## src/rtl/ctrl_pkg.sv

```systemverilog
// ctrl_pkg
// Shared types and constants for the microstep control sequencer:
//   - state_t     : sequencer states (IDLE, T0..T6, HALT)
//   - op_class_t  : coarse instruction class derived from the opcode
//   - OP_* / ALU_*: opcode values and ALU codes used by the immediate forms
//   - classify()  : opcode -> instruction class
//   - imm_alu_op(): immediate opcode -> ALU operation
//   - step_index(): state -> debug step number
package ctrl_pkg;

    typedef enum logic [3:0] {
        ST_IDLE = 4'd0,
        ST_T0   = 4'd1,
        ST_T1   = 4'd2,
        ST_T2   = 4'd3,
        ST_T3   = 4'd4,
        ST_T4   = 4'd5,
        ST_T5   = 4'd6,
        ST_T6   = 4'd7,
        ST_HALT = 4'd8
    } state_t;

    typedef enum logic [3:0] {
        CLS_RRR     = 4'd0,
        CLS_IMM     = 4'd1,
        CLS_MULDIV  = 4'd2,
        CLS_MFHI    = 4'd3,
        CLS_MFLO    = 4'd4,
        CLS_IN      = 4'd5,
        CLS_NOP     = 4'd6,
        CLS_HALT    = 4'd7,
        CLS_ILLEGAL = 4'd8
    } op_class_t;

    // Register-register ALU opcodes occupy a contiguous range.
    localparam logic [4:0] OP_RRR_LO = 5'b00011;
    localparam logic [4:0] OP_RRR_HI = 5'b01010;
    localparam logic [4:0] OP_ADDI   = 5'b01100;
    localparam logic [4:0] OP_ANDI   = 5'b01101;
    localparam logic [4:0] OP_ORI    = 5'b01110;
    localparam logic [4:0] OP_MUL    = 5'b01111;
    localparam logic [4:0] OP_DIV    = 5'b10000;
    localparam logic [4:0] OP_IN     = 5'b10110;
    localparam logic [4:0] OP_MFHI   = 5'b11000;
    localparam logic [4:0] OP_MFLO   = 5'b11001;
    localparam logic [4:0] OP_NOP    = 5'b11010;
    localparam logic [4:0] OP_HALT   = 5'b11011;

    // ALU codes the immediate forms borrow from their RRR counterparts.
    localparam logic [4:0] ALU_ADD   = 5'b00011;
    localparam logic [4:0] ALU_AND   = 5'b00101;
    localparam logic [4:0] ALU_OR    = 5'b00110;

    function automatic op_class_t classify(input logic [4:0] op);
        op_class_t cls;
        if ((op >= OP_RRR_LO) && (op <= OP_RRR_HI)) begin
            cls = CLS_RRR;
        end else begin
            case (op)
                OP_ADDI, OP_ANDI, OP_ORI: cls = CLS_IMM;
                OP_MUL, OP_DIV:           cls = CLS_MULDIV;
                OP_MFHI:                  cls = CLS_MFHI;
                OP_MFLO:                  cls = CLS_MFLO;
                OP_IN:                    cls = CLS_IN;
                OP_NOP:                   cls = CLS_NOP;
                OP_HALT:                  cls = CLS_HALT;
                default:                  cls = CLS_ILLEGAL;
            endcase
        end
        return cls;
    endfunction

    function automatic logic [4:0] imm_alu_op(input logic [4:0] op);
        logic [4:0] code;
        case (op)
            OP_ADDI: code = ALU_ADD;
            OP_ANDI: code = ALU_AND;
            OP_ORI:  code = ALU_OR;
            default: code = 5'b00000;
        endcase
        return code;
    endfunction

    // IDLE and HALT report step 0 so the debug port never shows a stale value.
    function automatic logic [2:0] step_index(input state_t s);
        logic [2:0] idx;
        case (s)
            ST_T0:   idx = 3'd0;
            ST_T1:   idx = 3'd1;
            ST_T2:   idx = 3'd2;
            ST_T3:   idx = 3'd3;
            ST_T4:   idx = 3'd4;
            ST_T5:   idx = 3'd5;
            ST_T6:   idx = 3'd6;
            default: idx = 3'd0;
        endcase
        return idx;
    endfunction

endpackage

```

## src/rtl/reg_sel_dec.sv

```systemverilog
// reg_sel_dec
// 4-to-16 one-hot decoder with enable, used to turn a GPR field into
// a set of per-register strobes.
//   en_i      : 1 = drive the selected bit, 0 = all outputs low
//   sel_i[3:0]: register index (R0..R15)
//   onehot_o  : one-hot (or all-zero) strobe vector
module reg_sel_dec (
    input  logic        en_i,
    input  logic [3:0]  sel_i,
    output logic [15:0] onehot_o
);

    // Decode the index into a single strobe when enabled.
    always_comb begin
        onehot_o = 16'h0000;
        if (en_i) begin
            onehot_o[sel_i] = 1'b1;
        end else begin
            onehot_o = 16'h0000;
        end
    end

endmodule

```

## src/rtl/ctrl_step_seq.sv

```systemverilog
// ctrl_step_seq
// Microstep control sequencer for the 32-bit single-bus datapath. Each
// instruction runs as a T0..T6 step sequence; every step drives at most one
// bus-source strobe plus the matching load, ALU and memory controls.
// Outputs are decoded from the state register and ir (MDRin also from
// mem_done) so the bus source encoder sees them in the same cycle.
// Ports:
//   clock, reset           : rising-edge clock, synchronous active-high reset
//   start                  : leave IDLE and begin the first fetch
//   ir[31:0]               : instruction (op[31:27] ra[26:23] rb[22:19] rc[18:15])
//   mem_done               : memory read data valid
//   r_out/r_in[15:0]       : GPR out-strobes / load strobes (one-hot)
//   HIout..Cout            : remaining bus-source strobes
//   PCin..LOin             : register loads
//   inc_pc, read, alu_op   : ALU PC+1 select, memory read, ALU operation
//   step, done, illegal, halted : debug step, end-of-instruction, bad opcode, halt
module ctrl_step_seq
    import ctrl_pkg::*;
(
    input  logic        clock,
    input  logic        reset,
    input  logic        start,
    input  logic [31:0] ir,
    input  logic        mem_done,
    output logic [15:0] r_out,
    output logic        HIout,
    output logic        LOout,
    output logic        ZHighout,
    output logic        ZLowout,
    output logic        PCout,
    output logic        MDRout,
    output logic        InPortout,
    output logic        Cout,
    output logic [15:0] r_in,
    output logic        PCin,
    output logic        IRin,
    output logic        MARin,
    output logic        MDRin,
    output logic        Yin,
    output logic        Zin,
    output logic        HIin,
    output logic        LOin,
    output logic        inc_pc,
    output logic        read,
    output logic [4:0]  alu_op,
    output logic [2:0]  step,
    output logic        done,
    output logic        illegal,
    output logic        halted
);

    state_t     state_q;
    state_t     state_d;
    op_class_t  cls_s;
    logic [4:0] opcode_s;
    logic [3:0] ra_s;
    logic [3:0] rb_s;
    logic [3:0] rc_s;
    logic       rout_en_s;
    logic [3:0] rout_sel_s;
    logic       rin_en_s;
    logic       unused_ir_s;

    assign opcode_s    = ir[31:27];
    assign ra_s        = ir[26:23];
    assign rb_s        = ir[22:19];
    assign rc_s        = ir[18:15];
    // Low IR bits carry immediates for the datapath, not for sequencing.
    assign unused_ir_s = ^ir[14:0];
    assign cls_s       = classify(opcode_s);
    assign step        = step_index(state_q);

    // Source-side GPR strobe: rb in T3, rc in T4.
    reg_sel_dec u_rout_dec (
        .en_i     (rout_en_s),
        .sel_i    (rout_sel_s),
        .onehot_o (r_out)
    );

    // Destination-side GPR strobe: always ra.
    reg_sel_dec u_rin_dec (
        .en_i     (rin_en_s),
        .sel_i    (ra_s),
        .onehot_o (r_in)
    );

    // Next-state selection for the step sequence.
    always_comb begin
        state_d = state_q;
        case (state_q)
            ST_IDLE: begin
                if (start) begin
                    state_d = ST_T0;
                end else begin
                    state_d = ST_IDLE;
                end
            end
            ST_T0: state_d = ST_T1;
            ST_T1: begin
                if (mem_done) begin
                    state_d = ST_T2;
                end else begin
                    state_d = ST_T1;
                end
            end
            ST_T2: state_d = ST_T3;
            ST_T3: begin
                case (cls_s)
                    CLS_RRR, CLS_IMM, CLS_MULDIV: state_d = ST_T4;
                    CLS_HALT:                     state_d = ST_HALT;
                    default:                      state_d = ST_T0;
                endcase
            end
            ST_T4: begin
                case (cls_s)
                    CLS_RRR, CLS_IMM, CLS_MULDIV: state_d = ST_T5;
                    default:                      state_d = ST_T0;
                endcase
            end
            ST_T5: begin
                if (cls_s == CLS_MULDIV) begin
                    state_d = ST_T6;
                end else begin
                    state_d = ST_T0;
                end
            end
            ST_T6:   state_d = ST_T0;
            ST_HALT: state_d = ST_HALT;
            default: state_d = ST_IDLE;
        endcase
    end

    // State register; reset wins over everything, including HALT and T1 waits.
    always_ff @(posedge clock) begin
        if (reset) begin
            state_q <= ST_IDLE;
        end else begin
            state_q <= state_d;
        end
    end

    // Control decode for the current step; defaults keep every strobe low.
    always_comb begin
        HIout      = 1'b0;
        LOout      = 1'b0;
        ZHighout   = 1'b0;
        ZLowout    = 1'b0;
        PCout      = 1'b0;
        MDRout     = 1'b0;
        InPortout  = 1'b0;
        Cout       = 1'b0;
        PCin       = 1'b0;
        IRin       = 1'b0;
        MARin      = 1'b0;
        MDRin      = 1'b0;
        Yin        = 1'b0;
        Zin        = 1'b0;
        HIin       = 1'b0;
        LOin       = 1'b0;
        inc_pc     = 1'b0;
        read       = 1'b0;
        alu_op     = 5'b00000;
        done       = 1'b0;
        illegal    = 1'b0;
        halted     = 1'b0;
        rout_en_s  = 1'b0;
        rout_sel_s = rb_s;
        rin_en_s   = 1'b0;
        case (state_q)
            ST_T0: begin
                PCout  = 1'b1;
                MARin  = 1'b1;
                inc_pc = 1'b1;
                Zin    = 1'b1;
            end
            ST_T1: begin
                ZLowout = 1'b1;
                PCin    = 1'b1;
                read    = 1'b1;
                // MDR captures only on the cycle the memory returns data.
                MDRin   = mem_done;
            end
            ST_T2: begin
                MDRout = 1'b1;
                IRin   = 1'b1;
            end
            ST_T3: begin
                case (cls_s)
                    CLS_RRR, CLS_IMM, CLS_MULDIV: begin
                        rout_en_s  = 1'b1;
                        rout_sel_s = rb_s;
                        Yin        = 1'b1;
                    end
                    CLS_MFHI: begin
                        HIout    = 1'b1;
                        rin_en_s = 1'b1;
                        done     = 1'b1;
                    end
                    CLS_MFLO: begin
                        LOout    = 1'b1;
                        rin_en_s = 1'b1;
                        done     = 1'b1;
                    end
                    CLS_IN: begin
                        InPortout = 1'b1;
                        rin_en_s  = 1'b1;
                        done      = 1'b1;
                    end
                    CLS_NOP, CLS_HALT: begin
                        done = 1'b1;
                    end
                    default: begin
                        illegal = 1'b1;
                    end
                endcase
            end
            ST_T4: begin
                case (cls_s)
                    CLS_RRR, CLS_MULDIV: begin
                        rout_en_s  = 1'b1;
                        rout_sel_s = rc_s;
                        Zin        = 1'b1;
                        alu_op     = opcode_s;
                    end
                    CLS_IMM: begin
                        Cout   = 1'b1;
                        Zin    = 1'b1;
                        alu_op = imm_alu_op(opcode_s);
                    end
                    default: begin
                        alu_op = 5'b00000;
                    end
                endcase
            end
            ST_T5: begin
                ZLowout = 1'b1;
                if (cls_s == CLS_MULDIV) begin
                    LOin = 1'b1;
                end else begin
                    rin_en_s = 1'b1;
                    done     = 1'b1;
                end
            end
            ST_T6: begin
                ZHighout = 1'b1;
                HIin     = 1'b1;
                done     = 1'b1;
            end
            ST_HALT: begin
                halted = 1'b1;
            end
            default: begin
                halted = 1'b0;
            end
        endcase
    end

endmodule

```

## config.mk

```make
export PLATFORM = sky130hd
export DESIGN_NAME = ctrl_step_seq
export DESIGN_NICKNAME = d
export VERILOG_FILES = /design/src/rtl/ctrl_pkg.sv /design/src/rtl/reg_sel_dec.sv /design/src/rtl/ctrl_step_seq.sv
export SDC_FILE = /design/constraint.sdc
export NUM_CORES = 1
export LEC_CHECK = 0
export CAP_MARGIN = 20
export CORE_ASPECT_RATIO = 1.75
export CORE_UTILIZATION = 30
export CTS_CLUSTER_SIZE = 16
export DETAILED_ROUTE_END_ITERATION = 10
export PLACE_DENSITY_LB_ADDON = 0.1
export SETUP_SLACK_MARGIN = 0.15
export SLEW_MARGIN = 10
export SYNTH_ARGS = -nofsm -noshare
export SYNTH_HDL_FRONTEND = slang
export SYNTH_SLANG_ARGS = --single-unit
```

## constraint.sdc

```tcl
create_clock -name clock -period 5.6 [get_ports clock]
set_input_delay 1.68 -clock clock [delete_from_list [all_inputs] [get_ports clock]]
set_output_delay 1.68 -clock clock [all_outputs]
set_load 0.01 [all_outputs]
```

==> results of run 1 <==
report_power, final:
group / total, mW / internal, mW / switching (mW)
Combinational: 0.158 / 0.0808 / 0.0776
Sequential: 0.0357 / 0.0306 / 0.00510
Clock: 0.0599 / 0.0457 / 0.0141
Total: 0.254 / 0.157 / 0.0968
area by class of cell:
cell class	instances	area [um2]
Fill cell	413	1550
Multi-Input combinational cell	181	1530
Timing Repair Buffer	139	1140
Sequential cell	4	80.1
Tap cell	51	63.8
Clock buffer	3	41.3
Inverter	6	32.5
logic make-up (layout without fill, tap and decap cells):
group / count (synthesis) / after routing / synth area share [%]
compound gates: 50 / 50 / 26.4
fa+ha+maj: 8 / 8 / 7.09
buf+inv: 23 / 148 / 9.66
flops: 4 / 4 / 5.67
simple gates: 123 / 123 / 51.2
synthesized netlist by cell type (5+ instances only):
library cell	instances	area (um2)
nor2_1	22	82.6
nand2_1	15	56.3
nor4_1	14	87.6
nand2b_1	13	81.3
o22ai_1	10	62.6
a21oi_1	9	45.0
nand3_1	9	45.0
ha_1	8	100
buf_4	7	52.6
nor3_1	7	35.0
inv_1	6	22.5
nor4b_1	5	43.8
o32ai_1	5	43.8
layer usage:
metal	global-route usage (%)	up-vias	wire [um]
met5	0	-	0
met4	9.43	0	142
met3	2.30	12	249
li1	-	1050	-
met2	43.5	75	3170
met1	25.4	1000	2190
worst min path at each step:
stage / endpoint / slack, ps / cells after the start
3_5_place_dp: state_q[3] / 650 / 2
4_1_cts: state_q[3] / 650 / 2
2_1_floorplan: state_q[3] / 670 / 3
5_1_grt: state_q[3] / 740 / 2
6_report: state_q[3] / 650 / 2
3_3_place_gp: state_q[3] / 630 / 2
repair_timing:
action | CTS | global route
gates cloned | 1 | 0
resized for setup | 195 | 38
buffers inserted | 8 | 2
pin swaps | 19 | 14
setup endpoints to repair | 46 | 40
worst reg2reg max path, delay by kind of cell (launching register included):
kind            cells  cell delay (ps)
simple gates        4              840
compound gates      1              130
flops               1              510
buf+inv             1              140
==> impl_metrics.env, run 1 <==
export IMPL_slew_viol_final=0
export IMPL_gp_congestion=0.832
export IMPL_cts_tree="done"
export IMPL_worstSetupPathType="input port to primary output"
export IMPL_skew_ps=0.396
export IMPL_setup_slack_ps=105
export IMPL_core_area_um2=4440
export IMPL_ff2ff_setup_slack_ps=3870
export IMPL_htreeDepth=1
export IMPL_die_h_um=92.7
export IMPL_required_ps=3920
export IMPL_slew_limit_headroom_pct=68.1
export IMPL_ys_seq_area_share_pct=5.67
export IMPL_num_rows=32
export IMPL_largest_reg_flops=4
export IMPL_cp_max_fo=4
export IMPL_hold_slack_ps=652
export IMPL_power_mw=0.254
export IMPL_track_usage_pct=23.6
export IMPL_crit_arrival_ps=3820
export IMPL_dpl_cell_area_um2=2540
export IMPL_leakagePower_nw=1.25
export IMPL_wl_per_cell_um=15.0
export IMPL_grt_ovfl_total=0
export IMPL_cellPowerDensity_nw_per_um2=87.9
export IMPL_fmax_ghz=0.182
export IMPL_max_clock_path_buffers=2
export IMPL_crit_family="simple AND/OR/NAND/NOR gates"
export IMPL_peakVddDrop_uv=128
export IMPL_hp_class="flop to flop"
export IMPL_clkSinkCount=4
export IMPL_dp_slack_ps=-861
export IMPL_rsz0062_at_grt="yes"
export IMPL_crit_path_end_kind="primary output"
export IMPL_r2r_worst_path_cells=6
export IMPL_min_period_over_period_pct=98.1
export IMPL_nets=379
export IMPL_syn_inst=208
export IMPL_ys_ff_latch=4
export IMPL_ant_nets=0
export IMPL_max_stage_delay_ps=560
export IMPL_worst_pin_slew_ps=478
export IMPL_netlist_area_um2=1410
export IMPL_synth_edf_count=0
export IMPL_syn_to_final_growth_pct=105
export IMPL_timing_rr_start="state_q[3]"
export IMPL_vias=2137
export IMPL_clock_latency_ps=220
export IMPL_critPathCapture="r_out[6]"
export IMPL_fin_area_um2=2890
export IMPL_largest_register="state_q"
export IMPL_ctsHoldBuffers=0
export IMPL_finalWirelength_um=5750
export IMPL_r2r_end="state_q[3]"
export IMPL_hold_path_startpoint="state_q[3]"
export IMPL_mostFrequentLayoutCells="buf_4 (52), clkdlybuf4s50_1 (33), buf_2 (27)"
export IMPL_grt_max_degree=17
export IMPL_final_cell_count_no_fill=384
export IMPL_setup_tns_ps=0
export IMPL_post_place_cells=370
export IMPL_path_cells="buf_8, inv_8, ha_4, and3b_1, or3b_4, a311o_4, or4_4, o22ai_2, buf_2"
export IMPL_setup_viol=0
export IMPL_cts_buffers=3
export IMPL_yosys_warnings=0
export IMPL_startpoint="ir[27]"
export IMPL_drive_gt1_share_pct=45.3
export IMPL_drv_cap=0
export IMPL_final_common_cell="buf_4"
export IMPL_biggestRegsByFlops="state_q: 4 flops"
export IMPL_status="finished clean"
export IMPL_pin_count=97
export IMPL_die_x_um=53.9
export IMPL_synth_flop_cell="dfxtp_1"
export IMPL_antenna_found_initial=0
export IMPL_clk_pin_slew_ps=30
export IMPL_drtPass1Iterations=4
export IMPL_diodes=0
export IMPL_start_util_pct=31.8
export IMPL_crit_buf_inv=3
export IMPL_synth_distinct_cells=59
export IMPL_grt_pass1_wl_um=9170
export IMPL_io_buffers=81
export IMPL_slowest_stage="or4_4"
export IMPL_vias_per_cell=5.57
export IMPL_syn_nets=252
export IMPL_synth_async_reset_ratio_pct=0
export IMPL_cts_root_buf="clkbuf_8"
export IMPL_die_area_um2=4990
export IMPL_dpl_hpwl_um=4120
export IMPL_drtIter0Drc=36
export IMPL_hold_viol=0
export IMPL_finalCriticalPeriod_ps=5500
export IMPL_fin_util_pct=65.0
export IMPL_start_kind="input port"
export IMPL_first_global_vias=2035
export IMPL_syn_area_per_cell_um2=6.79
export IMPL_cp_depth=9
export IMPL_drc_errors=0
(Power assumes the default switching activity.)
==> run 2, diff against run 1 <==
==> constraint.sdc (replaced) <==
create_clock -name clock -period 5.8 [get_ports clock]
set_input_delay 1.74 -clock clock [delete_from_list [all_inputs] [get_ports clock]]
set_output_delay 1.74 -clock clock [all_outputs]
set_load 0.01 [all_outputs]
==> run 2 against run 1 <==
Compared with the run above: clock skew up 2.2 ps; routed wire length down 5.2%; clock power down 3%; total power down 6.7%; register-to-register slack better by 150 ps; worst setup slack better by 100 ps; design area down 2.9%; first-iteration DRC count down 11%; non-clock buffer count down 4; sequential share of layout area up 0.084 points; critical path depth up 3.
==> impl_metrics.env, run 2 (synthesized netlist as in run 1, its figures left out) <==
export IMPL_grt_pass1_wl_um=8320
export IMPL_clkSinkCount=4
export IMPL_peakVddDrop_uv=102
export IMPL_rsz0062_at_grt="yes"
export IMPL_switching_share_pct=37.9
export IMPL_worst_pin_slew_ps=486
export IMPL_drv_cap=0
export IMPL_power_mw=0.237
export IMPL_vias=2058
export IMPL_hp_class="flop to flop"
export IMPL_biggestRegsByFlops="state_q: 4 flops"
export IMPL_cts_root_buf="clkbuf_8"
export IMPL_pwr_share_comb_pct=61.0
export IMPL_mostFrequentLayoutCells="buf_4 (47), clkdlybuf4s50_1 (36), buf_2 (25)"
export IMPL_start_util_pct=31.8
export IMPL_largest_reg_flops=4
export IMPL_core_area_um2=4440
export IMPL_power_internal_mw=0.147
export IMPL_slew_limit_headroom_pct=67.4
export IMPL_power_frac_seq_pct=14.5
export IMPL_status="finished clean"
export IMPL_drive_gt1_share_pct=43.2
export IMPL_pin_count=97
export IMPL_setup_tns_ps=0
export IMPL_ant_nets=0
export IMPL_dpl_hpwl_um=4060
export IMPL_cellPowerDensity_nw_per_um2=84.4
export IMPL_setup_viol=0
export IMPL_htreeDepth=1
export IMPL_r2r_end="state_q[3]"
export IMPL_num_rows=32
export IMPL_drtPass1Iterations=4
export IMPL_min_period_over_period_pct=96.4
export IMPL_startpoint="ir[27]"
export IMPL_crit_arrival_ps=3850
export IMPL_cts_buffers=3
export IMPL_hold_slack_ps=668
export IMPL_skew_ps=2.64
export IMPL_first_global_vias=1943
export IMPL_hold_viol=0
export IMPL_grt_ovfl_total=0
export IMPL_gp_congestion=0.832
export IMPL_dpl_cell_area_um2=2540
export IMPL_max_clock_path_buffers=2
export IMPL_fin_util_pct=63.1
export IMPL_clk_pin_slew_ps=30
export IMPL_pwr_share_clk_pct=24.5
export IMPL_finalWirelength_um=5460
export IMPL_cp_max_fo=8
export IMPL_die_x_um=53.9
export IMPL_ff2ff_setup_slack_ps=4020
export IMPL_wl_per_cell_um=14.4
export IMPL_fmax_ghz=0.179
export IMPL_track_usage_pct=21.4
export IMPL_required_ps=4060
export IMPL_start_kind="input port"
export IMPL_clock_latency_ps=220
export IMPL_fin_area_um2=2810
export IMPL_critPathCapture="r_in[1]"
export IMPL_r2r_worst_path_cells=6
export IMPL_worstSetupPathType="input port to primary output"
export IMPL_syn_to_final_growth_pct=98.8
export IMPL_die_h_um=92.7
export IMPL_timing_rr_start="state_q[3]"
export IMPL_ctsHoldBuffers=0
export IMPL_antenna_found_initial=0
export IMPL_crit_path_end_kind="primary output"
export IMPL_nets=375
export IMPL_drc_errors=0
export IMPL_largest_register="state_q"
export IMPL_final_common_cell="buf_4"
export IMPL_slew_viol_final=0
export IMPL_io_buffers=81
export IMPL_diodes=0
export IMPL_leakagePower_nw=1.18
export IMPL_hold_path_startpoint="state_q[3]"
export IMPL_die_area_um2=4990
export IMPL_cts_tree="done"
export IMPL_vias_per_cell=5.42
export IMPL_power_switching_mw=0.0896
export IMPL_finalCriticalPeriod_ps=5590
export IMPL_drtIter0Drc=32
export IMPL_grt_max_degree=17
## run 2: cell types whose count changed in the layout (fill, tap and decap cells not counted), moves of 3 or more
cell             before  now
buf_4                52   47
nor4_1                2    5
clkdlybuf4s50_1      33   36
buf_6                 3    6
dlygate4sd2_1        13    9
## run 2: repair_timing
| action | 4_1_cts | 5_1_grt |
|---|---|---|
| endpoints found under the setup margin | 46 | 38 |
| gates cloned | 0 | 1 |
| gates resized for setup | 177 | 40 |
| buffers inserted | 6 | 0 |
| pin swaps | 13 | 10 |
## run 2: area by class of cell
| cell class | count | area [um2] |
|---|---|---|
| tap | 51 | 63.8 |
| clock buffer | 3 | 41.3 |
| timing repair buffer | 135 | 1110 |
| fill | 410 | 1640 |
| inverter | 6 | 27.5 |
| sequential | 4 | 80.1 |
| multi-input combinational | 181 | 1480 |
## run 2: critical path, cell delays in order
cell and delay (ps):
buf_6 100, inv_6 60, ha_4 120, and3b_1 160, or3b_4 440, buf_6 130
a311oi_2 210, buf_4 170, a211oi_4 50, clkbuf_16 200, nor4b_4 280, buf_2 180
## run 2: how the worst min path moves through the flow
stage	to	slack [ps]	depth (start not counted)
floorplan	state_q[3]	670	3
global placement	state_q[3]	640	2
detailed placement	state_q[3]	650	2
CTS	state_q[3]	660	2
global route	state_q[3]	730	2
finish	state_q[3]	670	2
## run 2: power by group through the flow
stage	Combinational, mW	Clock (mW)	Sequential, mW
after floorplan	0.0645	0	0.0305
after global placement	0.118	0	0.0345
after detailed placement	0.119	0	0.0345
after CTS	0.134	0.0594	0.0342
after global routing	0.155	0.0617	0.0350
final	0.144	0.0580	0.0344
## run 2: stage by stage
stage | instances | setup slack, ps
2_1_floorplan | 208 | 304
3_3_place_gp | 370 | -721
3_5_place_dp | 370 | -754
4_1_cts | 379 | 171
5_1_grt | 380 | 96.0
6_report | 380 | 207
## run 2: metal layers
layer	up-vias	share of wire [%]	routed length [um]	track usage [%]
met5	-	0	0	0
met4	0	2.0	109	8.99
met3	12	4.6	253	2.30
met2	77	54	2930	39.4
met1	935	40	2170	22.8
li1	1034	-	-	-
